File: src/rtl/placar_pkg.sv
// rtl/placar_pkg.sv - shared constants, FSM encoding and helpers for the score display
package placar_pkg;

  // Conversion FSM: idle/compare, shift-add iterations, publish result
  typedef enum logic [1:0] {
    OCIOSO   = 2'd0,
    CONVERTE = 2'd1,
    FIM      = 2'd2
  } estadoT;

  // One shift-add iteration per bit of the 7-bit score
  localparam int ITERACOES = 7;

  // Active-low segment patterns, bit 0 = a ... bit 6 = g
  localparam logic [6:0] SEG_0     = 7'b1000000;
  localparam logic [6:0] SEG_1     = 7'b1111001;
  localparam logic [6:0] SEG_2     = 7'b0100100;
  localparam logic [6:0] SEG_3     = 7'b0110000;
  localparam logic [6:0] SEG_4     = 7'b0011001;
  localparam logic [6:0] SEG_5     = 7'b0010010;
  localparam logic [6:0] SEG_6     = 7'b0000010;
  localparam logic [6:0] SEG_7     = 7'b1111000;
  localparam logic [6:0] SEG_8     = 7'b0000000;
  localparam logic [6:0] SEG_9     = 7'b0010000;
  localparam logic [6:0] SEG_BLANK = 7'b1111111;

  // Active-low digit enables, indexed by scan position
  localparam logic [2:0] AN_UNIDADE = 3'b110;
  localparam logic [2:0] AN_DEZENA  = 3'b101;
  localparam logic [2:0] AN_CENTENA = 3'b011;

  // Double-dabble correction: add 3 to every nibble that is 5 or more
  function automatic logic [11:0] ajustaBcd(input logic [11:0] acc);
    logic [11:0] res;
    res = acc;
    for (int i = 0; i < 3; i++) begin
      if (acc[4*i +: 4] >= 4'd5) begin
        res[4*i +: 4] = acc[4*i +: 4] + 4'd3;
      end
    end
    return res;
  endfunction

  // Digit enable pattern for a scan index (0 units, 1 tens, 2 hundreds)
  function automatic logic [2:0] anPara(input logic [1:0] indice);
    logic [2:0] res;
    case (indice)
      2'd0:    res = AN_UNIDADE;
      2'd1:    res = AN_DEZENA;
      2'd2:    res = AN_CENTENA;
      default: res = AN_UNIDADE;
    endcase
    return res;
  endfunction

endpackage

File: src/rtl/decod_7seg.sv
// rtl/decod_7seg.sv - BCD digit to active-low 7-segment pattern
module decod_7seg
  import placar_pkg::*;
(
  input  logic [3:0] digito,
  output logic [6:0] segmentos
);

  // Pure lookup; codes above 9 are not valid BCD and show nothing
  always_comb begin
    segmentos = SEG_BLANK;
    case (digito)
      4'd0:    segmentos = SEG_0;
      4'd1:    segmentos = SEG_1;
      4'd2:    segmentos = SEG_2;
      4'd3:    segmentos = SEG_3;
      4'd4:    segmentos = SEG_4;
      4'd5:    segmentos = SEG_5;
      4'd6:    segmentos = SEG_6;
      4'd7:    segmentos = SEG_7;
      4'd8:    segmentos = SEG_8;
      4'd9:    segmentos = SEG_9;
      default: segmentos = SEG_BLANK;
    endcase
  end

endmodule

File: src/rtl/display_placar.sv
// rtl/display_placar.sv - score to BCD conversion and 3-digit multiplexed display
module display_placar
  import placar_pkg::*;
#(
  parameter int SCAN_DIV = 50000
) (
  input  logic        clock,
  input  logic        clr,
  input  logic [6:0]  somaTime,
  output logic [11:0] bcd,
  output logic        pronto,
  output logic [2:0]  an,
  output logic [6:0]  seg
);

  localparam int CNT_W = (SCAN_DIV > 2) ? $clog2(SCAN_DIV) : 1;
  localparam logic [CNT_W-1:0] SCAN_MAX = CNT_W'(SCAN_DIV - 1);
  localparam logic [2:0] ULTIMA_ITER = 3'(ITERACOES - 1);

  // Conversion state
  estadoT      estado;
  logic [6:0]  ultimo;
  logic [6:0]  desloc;
  logic [11:0] acum;
  logic [11:0] acumAjust;
  logic [2:0]  iter;

  // Scan state
  logic [CNT_W-1:0] scanCnt;
  logic [1:0]       indice;
  logic [1:0]       proxIndice;
  logic [3:0]       digito;
  logic [6:0]       segDecod;
  logic [6:0]       segProx;
  logic             apagar;

  assign acumAjust = ajustaBcd(acum);

  // Conversion FSM: detect a new score, run 7 shift-add steps, publish to bcd
  always_ff @(posedge clock or negedge clr) begin
    if (!clr) begin
      estado <= OCIOSO;
      ultimo <= '0;
      desloc <= '0;
      acum   <= '0;
      iter   <= '0;
      bcd    <= '0;
      pronto <= 1'b0;
    end else begin
      pronto <= 1'b0;
      case (estado)
        OCIOSO: begin
          if (somaTime != ultimo) begin
            ultimo <= somaTime;
            desloc <= somaTime;
            acum   <= '0;
            iter   <= '0;
            estado <= CONVERTE;
          end
        end
        CONVERTE: begin
          {acum, desloc} <= {acumAjust, desloc} << 1;
          iter           <= iter + 3'd1;
          if (iter == ULTIMA_ITER) begin
            estado <= FIM;
          end
        end
        FIM: begin
          bcd    <= acum;
          pronto <= 1'b1;
          estado <= OCIOSO;
        end
        default: begin
          estado <= OCIOSO;
        end
      endcase
    end
  end

  // Next scan position: advance only when the per-digit dwell counter wraps
  always_comb begin
    proxIndice = indice;
    if (scanCnt == SCAN_MAX) begin
      case (indice)
        2'd0:    proxIndice = 2'd1;
        2'd1:    proxIndice = 2'd2;
        default: proxIndice = 2'd0;
      endcase
    end
  end

  // Pick the digit for the upcoming scan position and decide leading-zero blanking
  always_comb begin
    digito = bcd[3:0];
    apagar = 1'b0;
    case (proxIndice)
      2'd1: begin
        digito = bcd[7:4];
        apagar = (bcd[11:4] == 8'd0);
      end
      2'd2: begin
        digito = bcd[11:8];
        apagar = (bcd[11:8] == 4'd0);
      end
      default: begin
        digito = bcd[3:0];
        apagar = 1'b0;
      end
    endcase
  end

  decod_7seg uDecod (
    .digito    (digito),
    .segmentos (segDecod)
  );

  assign segProx = apagar ? SEG_BLANK : segDecod;

  // Scan counter, digit index and registered an/seg; runs independently of the FSM
  always_ff @(posedge clock or negedge clr) begin
    if (!clr) begin
      scanCnt <= '0;
      indice  <= 2'd0;
      an      <= AN_UNIDADE;
      seg     <= SEG_0;
    end else begin
      if (scanCnt == SCAN_MAX) begin
        scanCnt <= '0;
      end else begin
        scanCnt <= scanCnt + 1'b1;
      end
      indice <= proxIndice;
      an     <= anPara(proxIndice);
      seg    <= segProx;
    end
  end

endmodule

File: config.mk
export PLATFORM = sky130hd
export DESIGN_NAME = display_placar
export DESIGN_NICKNAME = d
export VERILOG_FILES = /design/src/rtl/placar_pkg.sv /design/src/rtl/decod_7seg.sv /design/src/rtl/display_placar.sv
export SDC_FILE = /design/constraint.sdc
export NUM_CORES = 1
export LEC_CHECK = 0
export ABC_AREA = 0
export BUFFER_PORTS_ARGS = -buffer_cell sky130_fd_sc_hd__buf_2
export CAP_MARGIN = 15
export CORE_AREA = 10 10 123 125
export DETAILED_ROUTE_END_ITERATION = 12
export DIE_AREA = 0 0 133 135
export SLEW_MARGIN = 20
export SYNTH_ARGS = -nofsm -noshare
export SYNTH_HDL_FRONTEND = slang
export SYNTH_HIERARCHICAL = 1
export SYNTH_SLANG_ARGS = --single-unit
File: constraint.sdc
create_clock -name clock -period 3.8 [get_ports clock]
set_input_delay 0.76 -clock clock [delete_from_list [all_inputs] [get_ports clock]]
set_output_delay 0.76 -clock clock [all_outputs]
set_load 0.02 [all_outputs]
==> impl_metrics.toml <==
[logic_synthesis]
ys_seq_area_share_pct = 48.34
synth_flop_cell = "dfrtp_1"
yosys_warnings = 6
synth_area_um2 = 3735
yosysUniqueCellTypes = 53
async_flop_share_pct = 100.0
syn_nets = 386
postSynthCellCount = 361
syn_area_per_cell_um2 = 10.35
synth_edf_count = 0
ys_ff_latch = 72

[critical_path]
cp-end-kind = "flop"
reg2reg_slack_ns = 0.50
critPathArrivalTime_ns = 3.51
start_kind = "flop"
worst_r2r_startpoint = "scanCnt[0]"
cp.required_ns = 4.01
r2r-end = "seg[3]"
rr_worst_depth = 15
critical_path_peak_fanout = 6
path_class = "flop to flop"

[layout]
antennaDiodeCount = 0
postLayoutCellArea_um2 = 4394
final_common_cell = "dfrtp_1"
area_growth_syn_to_layout_pct = 17.65
drive_gt1_share_pct = 19.40
final_cell_mix = "dfrtp_1 (69), nand2_1 (49), buf_2 (31), nor2_1 (26), o21ai_0 (22)"
nets = 422

[route]
drc = 0
first_iter_violations = 201
post_drt_wl_per_cell_um = 13.00
ant_nets = 0
via_count = 2652
viasPerCell = 4.620
dr.pass1.iters = 4
wl_mm = 7.461

[run_status]
run_status = "finished clean"

[global_route]
grt_max_degree = 32
grt_pass1_vias = 2756
track_usage_pct = 8.942
grt_antenna_before_repair = 0
overflow = 0
grt_pass1_wl_mm = 13.43

[power]
power.density_nw_per_um2 = 771.3
swShare_pct = 36.77
p_int_uw = 2143
peakVddDrop_uv = 476.6
leakagePower_uw = 0.002007
p_comb_share_pct = 38.6
clkPwrFrac_pct = 26.1
switchingPower_uw = 1246
seqPwrFrac_pct = 35.4

[place]
io_buffers = 31
gp_congestion = 0.7976
placed_area_um2 = 4080
dp_hpwl_mm = 5.451

[timing]
fin_worst_skew_ns = 0.006680
finalHoldViolCount = 0
grt_setup_unrepaired = "false"
slew_headroom_pct = 37.54
maxSlewViolCount = 0
setup_viol = 0
max_freq_mhz = 303.1
fin_tns_setup_ns = 0
min_period_over_period_pct = 86.82
worst_slew_pin_slew_ns = 0.9369
layout_min_cycle_time_ns = 3.299

[clocking]
clkTransAtPathRegs_ns = 0.06
cts_buffer_depth = 2
clock_latency_ns = 0.33
cts_hold_buffers = 0
cts_buffers = 9
root_buffer = "clkbuf_16"
htree_levels = 3
cts_tree = "yes"
postCtsSetupBuffers = 0
cts_sinks = 72

[die]
placementRows = 41
core-area_um2 = 12570
ios = 32
start_util_pct = 29.72
die_h_um = 135
die_w_um = 133
die-area_um2 = 17960

[flow_run]
maxCapViolations = 0

[min_path]
hold_path_class = "primary input to async pin"
## timing repair
action	4_1_cts	5_1_grt
resized for setup	0	1
hold endpoints to repair	0	0
setup endpoints to repair	0	1
## worst max path at each step
stage / start / endpoint / slack, ns
global route: scanCnt[0] / seg[1] / 0.15
global placement: scanCnt[5] / seg[1] / 0.59
finish: scanCnt[0] / seg[3] / 0.50
CTS: scanCnt[0] / seg[1] / 0.40
detailed placement: scanCnt[0] / seg[1] / 0.41
floorplan: scanCnt[5] / seg[3] / 0.42
## layout make-up
class | instances | area [um^2]
Clock buffer | 11 | 232.7
Clock inverter | 5 | 81.33
Fill cell | 1276 | 8174
Inverter | 21 | 78.83
Multi-Input combinational cell | 256 | 1780
Sequential cell | 72 | 1805
Tap cell | 172 | 215.2
Timing Repair Buffer | 37 | 200.2
## logic make-up (layout without fill, tap and decap cells)
| family | count (synthesis) | count (layout) | share of synthesized area [%] |
|---|---|---|---|
| AOI/OAI and AO/OA | 80 | 80 | 15.88 |
| xor gates and xnor gates | 23 | 23 | 6.198 |
| adders and majority gates | 16 | 16 | 5.360 |
| buffers and inverters | 33 | 74 | 3.987 |
| DFF | 72 | 72 | 48.34 |
| muxes | 8 | 8 | 2.211 |
| and+or+nand+nor | 129 | 129 | 18.02 |
## power groups by stage
stage	logic (uW)	registers [uW]	clock network, uW
2_1_floorplan	945	1260	0
6_report	1310	1200	883
4_1_cts	1330	1200	902
5_1_grt	1490	1240	937
3_3_place_gp	1290	1210	0
3_5_place_dp	1320	1220	0
## state kept, by name, summed over array words and instances, names as in the netlist
register	flops
acum	12
an	3
bcd	12
desloc	7
estado	2
indice	2
iter	3
pronto	1
scanCnt	16
seg	7
ultimo	7
## synth_stat cells (3+ instances only)
| cell | n | area (um^2) |
|---|---|---|
| dfrtp_1 | 69 | 1727 |
| nand2_1 | 49 | 183.9 |
| nor2_1 | 26 | 97.59 |
| o21ai_0 | 23 | 115.1 |
| inv_1 | 21 | 78.83 |
| nand2b_1 | 20 | 125.1 |
| ha_1 | 16 | 200.2 |
| xnor2_1 | 10 | 87.58 |
| xor2_1 | 9 | 78.83 |
| o21a_1 | 7 | 52.55 |
| o41ai_1 | 7 | 61.31 |
| a21oi_1 | 6 | 30.03 |
| clkbuf_1 | 6 | 22.52 |
| mux2i_1 | 6 | 60.06 |
| nand3_1 | 6 | 30.03 |
| o21ai_2 | 6 | 52.55 |
| o22ai_1 | 6 | 37.54 |
| a31oi_1 | 5 | 31.28 |
| a22oi_1 | 4 | 30.03 |
| nand4_1 | 4 | 25.02 |
| xnor2_2 | 4 | 65.06 |
| buf_6 | 3 | 33.78 |
| dfstp_2 | 3 | 78.83 |
| nor2b_1 | 3 | 18.77 |
| nor4b_1 | 3 | 26.28 |
| o22ai_2 | 3 | 37.54 |
## stage by stage
stage / std cells / power, uW / setup slack (ns) / util, % / hold WS [ns]
3_3_place_gp: 558 / 2498 / 0.5906 / 32.46 / 0.4673
3_5_place_dp: 558 / 2537 / 0.4123 / 32.46 / 0.4744
4_1_cts: 574 / 3436 / 0.4036 / 34.96 / 0.4768
6_report: 574 / 3389 / 0.5008 / 34.96 / 0.4574
5_1_grt: 574 / 3672 / 0.1501 / 34.96 / 0.4982
2_1_floorplan: 361 / 2205 / 0.4150 / - / 0.4461
## metal layers
| metal | global-route usage (%) | up-vias | part of all wire, % |
|---|---|---|---|
| met4 | 2.751 | 0 | 1.2 |
| met2 | 14.00 | 51 | 44 |
| li1 | - | 1328 | - |
| met5 | 0 | - | 0 |
| met3 | 3.450 | 12 | 6.4 |
| met1 | 11.11 | 1261 | 48 |
## worst max-delay path, cell delays in order (launching register included)
cell and delay [ns]:
dfrtp_1 0.40, ha_1 0.29, nand3_1 0.20, nor4_4 0.40
nand2_1 0.13, o21ai_1 0.20, ha_1 0.29, a22oi_1 0.12
o21ai_0 0.16, buf_4 0.16, inv_1 0.08, ha_1 0.17
or2_1 0.21, a21oi_2 0.16, a31oi_1 0.06, nand2b_1 0.14
Power figures use the tool's default switching activity.
